$ cat src/rtl/note_voice_alloc_if.sv
// ---------------------------------------------------------------------------
// note_voice_alloc_if
//   Bundle between the keyboard/pedal side and the voice allocator.
//   master : keyboard side, drives key_down/sustain, observes voice state.
//   slave  : allocator side, consumes keys, drives voice state and pulses.
//   Signals:
//     key_down     [511:0]         held-key bitmap by 9-bit scan code
//     sustain                      pedal; high defers releases
//     voice_active [NUM_VOICES-1:0] slot v sounding
//     voice_note   [3*NUM_VOICES-1:0] slot v note in bits [3v+2:3v]
//     note_on / note_off / steal   one-cycle event pulses
//     event_voice  [1:0]           slot of the current pulse, 0 when idle
// ---------------------------------------------------------------------------
interface note_voice_alloc_if #(
    parameter int NUM_VOICES = 4
);
    logic [511:0]              key_down;
    logic                      sustain;
    logic [NUM_VOICES-1:0]     voice_active;
    logic [3*NUM_VOICES-1:0]   voice_note;
    logic                      note_on;
    logic                      note_off;
    logic                      steal;
    logic [1:0]                event_voice;

    modport master (
        output key_down, sustain,
        input  voice_active, voice_note, note_on, note_off, steal, event_voice
    );

    modport slave (
        input  key_down, sustain,
        output voice_active, voice_note, note_on, note_off, steal, event_voice
    );
endinterface

$ cat src/rtl/note_voice_alloc.sv
// ---------------------------------------------------------------------------
// note_voice_alloc
//   Polyphonic voice allocator. Scans the seven note keys round-robin (one
//   note per cycle) and maps each held note to one of NUM_VOICES slots,
//   stealing the oldest slot when all are busy and deferring releases while
//   sustain is held.
//   Ports:
//     clk  system clock
//     rst  asynchronous active-high reset
//     bus  note_voice_alloc_if.slave (keys/pedal in, voice state/pulses out)
//   All outputs are registered.
// ---------------------------------------------------------------------------
module note_voice_alloc #(
    parameter int NUM_VOICES = 4,
    parameter int AGE_W      = 8
) (
    input  logic                 clk,
    input  logic                 rst,
    note_voice_alloc_if.slave    bus
);
    localparam logic [AGE_W-1:0] AGE_MAX = '1;

    typedef logic [2:0]       note_t;
    typedef logic [AGE_W-1:0] age_t;

    // Scan code of each note key, 0=C4 .. 6=B4.
    function automatic logic [8:0] note_code(input note_t n);
        case (n)
            3'd0:    note_code = 9'h01C;
            3'd1:    note_code = 9'h032;
            3'd2:    note_code = 9'h021;
            3'd3:    note_code = 9'h023;
            3'd4:    note_code = 9'h024;
            3'd5:    note_code = 9'h02B;
            3'd6:    note_code = 9'h034;
            default: note_code = 9'h01C;
        endcase
    endfunction

    note_t                 scan_idx_q, scan_idx_d;
    logic [NUM_VOICES-1:0] voice_active_q, voice_active_d;
    note_t                 voice_note_q [NUM_VOICES];
    note_t                 voice_note_d [NUM_VOICES];
    age_t                  age_q [NUM_VOICES];
    age_t                  age_d [NUM_VOICES];
    logic [NUM_VOICES-1:0] pending_q, pending_d;
    logic                  note_on_q, note_on_d;
    logic                  note_off_q, note_off_d;
    logic                  steal_q, steal_d;
    logic [1:0]            event_voice_q, event_voice_d;

    logic                  held;
    logic                  has_owner;
    logic [1:0]            owner_idx;
    logic                  has_free;
    logic [1:0]            free_idx;
    logic [1:0]            steal_idx;
    age_t                  best_age;
    logic [1:0]            slot;
    logic                  scan_event;
    logic                  has_pend;
    logic [1:0]            pend_idx;

    always_comb begin
        scan_idx_d     = (scan_idx_q == 3'd6) ? 3'd0 : scan_idx_q + 3'd1;
        voice_active_d = voice_active_q;
        pending_d      = pending_q;
        note_on_d      = 1'b0;
        note_off_d     = 1'b0;
        steal_d        = 1'b0;
        event_voice_d  = 2'd0;
        scan_event     = 1'b0;
        slot           = 2'd0;
        has_pend       = 1'b0;
        pend_idx       = 2'd0;

        held = bus.key_down[note_code(scan_idx_q)];

        // Descending loops leave the lowest matching slot selected.
        has_owner = 1'b0;
        owner_idx = 2'd0;
        has_free  = 1'b0;
        free_idx  = 2'd0;
        for (int v = NUM_VOICES - 1; v >= 0; v--) begin
            if (voice_active_q[v] && voice_note_q[v] == scan_idx_q) begin
                has_owner = 1'b1;
                owner_idx = 2'(v);
            end
            if (!voice_active_q[v]) begin
                has_free = 1'b1;
                free_idx = 2'(v);
            end
        end

        // Oldest slot; strict compare keeps the lowest index on ties.
        steal_idx = 2'd0;
        best_age  = age_q[0];
        for (int v = 1; v < NUM_VOICES; v++) begin
            if (age_q[v] > best_age) begin
                best_age  = age_q[v];
                steal_idx = 2'(v);
            end
        end

        for (int v = 0; v < NUM_VOICES; v++) begin
            voice_note_d[v] = voice_note_q[v];
            if (voice_active_q[v])
                age_d[v] = (age_q[v] == AGE_MAX) ? age_q[v] : age_q[v] + age_t'(1);
            else
                age_d[v] = '0;
        end

        // Scan step for the note under scan_idx.
        if (held && !has_owner) begin
            if (has_free) begin
                slot = free_idx;
            end else begin
                slot    = steal_idx;
                steal_d = 1'b1;
            end
            voice_note_d[slot]   = scan_idx_q;
            voice_active_d[slot] = 1'b1;
            age_d[slot]          = '0;
            pending_d[slot]      = 1'b0;
            note_on_d            = 1'b1;
            event_voice_d        = slot;
            scan_event           = 1'b1;
        end else if (!held && has_owner) begin
            if (!bus.sustain) begin
                voice_active_d[owner_idx] = 1'b0;
                pending_d[owner_idx]      = 1'b0;
                note_off_d                = 1'b1;
                event_voice_d             = owner_idx;
                scan_event                = 1'b1;
            end else begin
                pending_d[owner_idx] = 1'b1;
            end
        end else if (held && has_owner) begin
            pending_d[owner_idx] = 1'b0;
        end

        // Deferred releases fill cycles where the scan step was silent.
        if (!scan_event && !bus.sustain) begin
            for (int v = NUM_VOICES - 1; v >= 0; v--) begin
                if (pending_d[v]) begin
                    has_pend = 1'b1;
                    pend_idx = 2'(v);
                end
            end
            if (has_pend) begin
                voice_active_d[pend_idx] = 1'b0;
                pending_d[pend_idx]      = 1'b0;
                note_off_d               = 1'b1;
                event_voice_d            = pend_idx;
            end
        end

        for (int v = 0; v < NUM_VOICES; v++) begin
            if (!voice_active_d[v])
                age_d[v] = '0;
        end
    end

    always_ff @(posedge clk or posedge rst) begin
        if (rst) begin
            scan_idx_q     <= '0;
            voice_active_q <= '0;
            pending_q      <= '0;
            note_on_q      <= 1'b0;
            note_off_q     <= 1'b0;
            steal_q        <= 1'b0;
            event_voice_q  <= '0;
            for (int v = 0; v < NUM_VOICES; v++) begin
                voice_note_q[v] <= '0;
                age_q[v]        <= '0;
            end
        end else begin
            scan_idx_q     <= scan_idx_d;
            voice_active_q <= voice_active_d;
            pending_q      <= pending_d;
            note_on_q      <= note_on_d;
            note_off_q     <= note_off_d;
            steal_q        <= steal_d;
            event_voice_q  <= event_voice_d;
            for (int v = 0; v < NUM_VOICES; v++) begin
                voice_note_q[v] <= voice_note_d[v];
                age_q[v]        <= age_d[v];
            end
        end
    end

    assign bus.voice_active = voice_active_q;
    assign bus.note_on      = note_on_q;
    assign bus.note_off     = note_off_q;
    assign bus.steal        = steal_q;
    assign bus.event_voice  = event_voice_q;

    for (genvar g = 0; g < NUM_VOICES; g++) begin : g_note_out
        assign bus.voice_note[3*g +: 3] = voice_note_q[g];
    end
endmodule

$ cat src/flat_wrapper.sv
// flat-port wrapper written by rule: the top's interface ports become plain ports
module note_voice_alloc_flat 
#(
    parameter int NUM_VOICES = 4,
    parameter int AGE_W      = 8
)
  (clk, rst, bus_key_down, bus_sustain, bus_voice_active, bus_voice_note, bus_note_on, bus_note_off, bus_steal, bus_event_voice);
  note_voice_alloc_if #(.NUM_VOICES(NUM_VOICES)) bus_i ();
  input  logic clk;
  input  logic rst;
  input wire logic [$bits(bus_i.key_down)-1:0] bus_key_down;
  input wire logic [$bits(bus_i.sustain)-1:0] bus_sustain;
  output wire logic [$bits(bus_i.voice_active)-1:0] bus_voice_active;
  output wire logic [$bits(bus_i.voice_note)-1:0] bus_voice_note;
  output wire logic [$bits(bus_i.note_on)-1:0] bus_note_on;
  output wire logic [$bits(bus_i.note_off)-1:0] bus_note_off;
  output wire logic [$bits(bus_i.steal)-1:0] bus_steal;
  output wire logic [$bits(bus_i.event_voice)-1:0] bus_event_voice;
  assign bus_i.key_down = bus_key_down;
  assign bus_i.sustain = bus_sustain;
  assign bus_voice_active = bus_i.voice_active;
  assign bus_voice_note = bus_i.voice_note;
  assign bus_note_on = bus_i.note_on;
  assign bus_note_off = bus_i.note_off;
  assign bus_steal = bus_i.steal;
  assign bus_event_voice = bus_i.event_voice;
  note_voice_alloc #(.NUM_VOICES(NUM_VOICES), .AGE_W(AGE_W)) u_core (.clk(clk), .rst(rst), .bus(bus_i));
endmodule
$ cat config.mk
export PLATFORM = sky130hd
export DESIGN_NAME = note_voice_alloc_flat
export DESIGN_NICKNAME = d
export VERILOG_FILES = /design/src/rtl/note_voice_alloc_if.sv /design/src/rtl/note_voice_alloc.sv /design/src/flat_wrapper.sv
export SDC_FILE = /design/constraint.sdc
export NUM_CORES = 1
export LEC_CHECK = 0
export ABC_AREA = 1
export CORE_AREA = 5 5 204 206
export CTS_BUF_LIST = sky130_fd_sc_hd__clkbuf_8
export DETAILED_ROUTE_END_ITERATION = 8
export DIE_AREA = 0 0 209 211
export SLEW_MARGIN = 20
export SYNTH_ARGS = -nofsm -noshare
export SYNTH_HDL_FRONTEND = slang
export SYNTH_SLANG_ARGS = --single-unit
export TNS_END_PERCENT = 10
$ cat constraint.sdc
create_clock -name clk -period 12.85 [get_ports clk]
set_input_delay 2.57 -clock clk [delete_from_list [all_inputs] [get_ports clk]]
set_output_delay 2.57 -clock clk [all_outputs]
set_load 0.02 [all_outputs]
==> reports/qor_table.md <==
| Result | This run | Unit |
|:---|:---|:---|
| Fillcell total | 4,577 | - |
| Number of distinct library cells after synthesis | 44 | - |
| Detailed placement HPWL | 8.439 | mm |
| Area fraction in compound gates after synthesis | 12.94 | % |
| Reg-to-reg startpoint | u_core.age_q[31]$_DFF_PP0_ | - |
| Combined area of the multi-input logic cells | 2552 | µm² |
| Setup repair after global routing missed its margin | no | - |
| Static leakage | 2.429 | nW |
| Count of clock tree sinks | 60 | - |
| Number of max-slew violations in the final report | 0 | - |
| Max_slew headroom | 30.94 | % |
| Antenna diodes | 0 | - |
| Area of the core | 39,460 | µm² |
| Cts-stage hold buffer count | 0 | - |
| Total global routing overflow | 0 | - |
| Maximum frequency from static timing analysis | 0.1716 | GHz |
| Xor and xnor fraction of the mapped netlist area | 3.568 | % |
| Power share of the sequential group | 23.0 | % |
| Final number of hold-violating endpoints | 0 | - |
| Routed wire per std cell | 9.370 | µm |
| CTS HTree Levels | 3 | - |
| Number of iterations in the first detailed-routing pass | 4 | - |
| Count of placed standard cells including taps | 1,153 | - |
| Max VDD drop | 0.0001001 | V |
| 1st-iter DRT viols | 135 | - |
| Share of the core filled with cells in the final layout | 14.19 | % |
| Adder-cell share of the synthesized area | 7.930 | % |
| GRT Overall Usage | 5.076 | % |
| Share of layout cells above drive strength 1 | 12.11 | % |
| Clk slew on worst S/H paths | 0.06 | ns |
| Switching power summed over all nets | 636.0 | µW |
| Final weighted congestion in routability-driven placement | 0.8377 | - |
| Highest-count cells in the layout ignoring fill and taps | sky130_fd_sc_hd__nand2_1 (135), sky130_fd_sc_hd__inv_1 (72), sky130_fd_sc_hd__dfrtp_1 (60), sky130_fd_sc_hd__nor2_1 (56), sky130_fd_sc_hd__o21ai_0 (48) | - |
| Max-cap violations | 0 | - |
| Via count normalized by instance count | 3.350 | - |
| Number of buffer cells added on primary ports | 40 | - |
| Slack of the worst reg-to-reg path | 7.02 | ns |
| Sort of element at the start of the critical path | register | - |
| Worst Clk Skew | 0.01130 | ns |
| Via count of the first global-routing pass | 3,954 | - |
| Hold Path Origin | u_core.bus.voice_note[10]$_DFFE_PP0P_ | - |
| Layout Area Growth over Synthesis | 26.73 | % |
| Routing usage on met2 | 8.711 | % |
| Clk buf depth | 2 | - |
| Initial core utilization | 11.20 | % |
| Total negative slack for setup checks | 0 | ns |
| Total number of nets in the final design | 1,182 | - |
| Storage cell area | 1501 | µm² |
| GRT met1 Usage | 6.144 | % |
| Mean cell area of the mapped netlist | 7.425 | µm² |
| Number of clock buffers inserted by TritonCTS | 9 | - |
| Min-delay worst type | reg2reg | - |
| Count of pins on the block boundary | 536 | - |
| Post-route fraction of the period consumed by the critical path | 45.36 | % |
| Final critical-path required period | 5.829 | ns |
| CTS tree | done | - |
| Synthesized cell area | 4418 | µm² |
| Later-pin clock latency in the skew report | 0.34 | ns |
| Post-Synthesis Cells | 595 | - |
| Slew at the pin closest to its max-slew limit | 1.036 | ns |
| DIE AREA | 44,100 | µm² |
| Simple-gate portion of the synthesized area | 32.88 | % |
| Critical Path RT | 13.08 | ns |
| CP most frequent cell | sky130_fd_sc_hd__nand2_1 | - |
| Buffers inserted by post-CTS timing repair | 0 | - |
| Power Dens Cells | 221.8 | nW/µm² |
| Result of the run | completed | - |
| Number of cells in the finished layout apart from fillers | 1,169 | - |
| DRC Markers | 0 | - |
| Worst setup path category | reg2reg | - |
| Maximum fanout encountered on the critical timing path | 19 | - |
| Critical path data arrival time | 6.06 | ns |
| Via Count | 3,916 | - |
| Worst R2R Path Depth | 31 | - |
| Crit end category | register | - |
| Row count | 73 | - |
| Worst Hold Depth | 2 | - |
| Number of flip-flops and latches in the synthesized netlist | 60 | - |
| Post-CTS Resized | 0 | - |
| Largest net degree at the start of global routing | 61 | - |
| Mux cell area share after synthesis | 0.4531 | % |
| Total routed wirelength | 10.95 | mm |
| Fraction of power consumed by combinational cells | 64.3 | % |
| Synthesis Warnings | 0 | - |
| Design internal power | 606.1 | µW |
| Root buf cell | sky130_fd_sc_hd__clkbuf_8 | - |
| First-pass GRT wire length | 18.87 | mm |
| Horizontal die dimension | 209 | µm |
| Stage delay of the slowest cell on the critical path | 0.79 | ns |
| Endpoint, Worst Hold | u_core.bus.voice_note[10]$_DFFE_PP0P_ | - |
| Leading cell type in the layout, fill and taps excluded | sky130_fd_sc_hd__nand2_1 | - |
| Part of the Yosys area used for sequential elements | 33.98 | % |
| Met3 usage | 1.604 | % |
| Cell at the slowest stage of the critical path | sky130_fd_sc_hd__a21oi_1 | - |
| Vertical extent of the die | 211 | µm |
| Power share of the clock group | 12.7 | % |
| Share of total power consumed by net switching | 51.20 | % |
| Setup-violating endpoint count in the final report | 0 | - |
| Most used routing layer | met2 | - |
| Reg2Reg Capture Point | u_core.age_q[12]$_DFF_PP0_ | - |
| Total nets after synthesis | 1,138 | - |
| Number of antenna violations at the first check in global routing | 0 | - |
| Remaining antenna violation count after routing | 0 | - |
| Dominant combinational cell family by area after synthesis | simple AND/OR/NAND/NOR gates | - |
[cell type report]
cell class / count / share of cell area, %
clock buffer: 12 / 2.950
clock inverter: 4 / 0.2905
sequential: 60 / 26.82
inverter: 79 / 5.341
multi-input combinational: 448 / 45.59
timing repair buffer: 41 / 7.285
tap: 525 / 11.73
[registers in the layout, indices dropped and copies added, names as in the netlist]
name	count
u_core.bus.voice_note	12
u_core.bus.event_voice	2
u_core.pending_q	4
u_core.bus.note_off	1
u_core.bus.note_on	1
u_core.bus.voice_active	4
u_core.age_q	32
u_core.bus.steal	1
u_core.scan_idx_q	3
[power groups by stage]
stage	clock network, mW	logic (mW)	registers, mW
2_1_floorplan	0	0.565	0.308
3_3_place_gp	0	0.794	0.289
3_5_place_dp	0	0.806	0.289
4_1_cts	0.165	0.811	0.287
5_1_grt	0.173	0.915	0.293
6_report	0.158	0.798	0.286
[worst max-delay path by stage]
stage | startpoint | endpoint | cells after the start
detailed placement | u_core.age_q[31]$_DFF_PP0_ | u_core.age_q[15]$_DFF_PP0_ | 31
global placement | u_core.age_q[31]$_DFF_PP0_ | u_core.age_q[15]$_DFF_PP0_ | 31
finish | u_core.age_q[31]$_DFF_PP0_ | u_core.age_q[12]$_DFF_PP0_ | 31
CTS | u_core.age_q[31]$_DFF_PP0_ | u_core.age_q[12]$_DFF_PP0_ | 31
floorplan | u_core.age_q[31]$_DFF_PP0_ | u_core.age_q[15]$_DFF_PP0_ | 31
global route | u_core.age_q[31]$_DFF_PP0_ | u_core.age_q[22]$_DFF_PP0_ | 31
[stage by stage]
step / power [mW] / instance area [µm²] / setup slack [ns] / hold slack (ns)
floorplan: 0.8730 / 4418 / 8.108 / 0.5437
global placement: 1.083 / 5418 / 7.061 / 0.5338
detailed placement: 1.094 / 5418 / 6.998 / 0.5451
CTS: 1.263 / 5599 / 6.991 / 0.5715
global route: 1.382 / 5599 / 6.257 / 0.6003
finish: 1.242 / 5599 / 7.021 / 0.5724
[layer usage]
layer	vias up	part of all wire (%)	wire [µm]
met3	8	5.8	635
met4	0	1.2	126
met2	65	48	5204
li1	2022	-	-
met1	1821	46	4986
met5	-	0	0
[kinds of logic after synthesis]
group	Yosys count
AO/OA/AOI/OAI	99
XOR/XNOR	18
adder cells (fa/ha/maj)	28
buffers and inverters	87
flip-flops	60
multiplexers	2
AND/OR/NAND/NOR	301
[cell usage after synthesis, drive strengths merged]
| master | instances | share of area (%) |
|---|---|---|
| nand4 | 5 | 0.85 |
| inv | 79 | 6.8 |
| o21ai | 50 | 5.7 |
| o22ai | 3 | 0.57 |
| ha | 28 | 7.9 |
| dfrtp | 60 | 34 |
| nand3 | 40 | 5.8 |
| o21a | 5 | 0.85 |
| xor2 | 13 | 2.6 |
| nand2 | 148 | 14 |
| nor2 | 80 | 8.6 |
| o31ai | 1 | 0.17 |
| a21oi | 33 | 4.2 |
| mux2i | 2 | 0.45 |
| nor4 | 1 | 0.14 |
| buf | 6 | 1.3 |
| or2 | 4 | 0.57 |
| xnor2 | 5 | 0.99 |
| nand3b | 2 | 0.62 |
| o21bai | 5 | 1.1 |
| o211ai | 2 | 0.34 |
| nor3 | 21 | 2.7 |
| clkbuf | 2 | 0.17 |
[worst max-delay path: cells and delay by family (launching register included)]
| family | cells | cell delay (ns) |
|---|---|---|
| adders and majority gates | 3 | 0.98 |
| buffers and inverters | 1 | 0.10 |
| DFF | 1 | 0.41 |
| and+or+nand+nor | 21 | 2.31 |
| AOI/OAI and AO/OA | 6 | 1.90 |
Power figures use the tool's default switching activity.
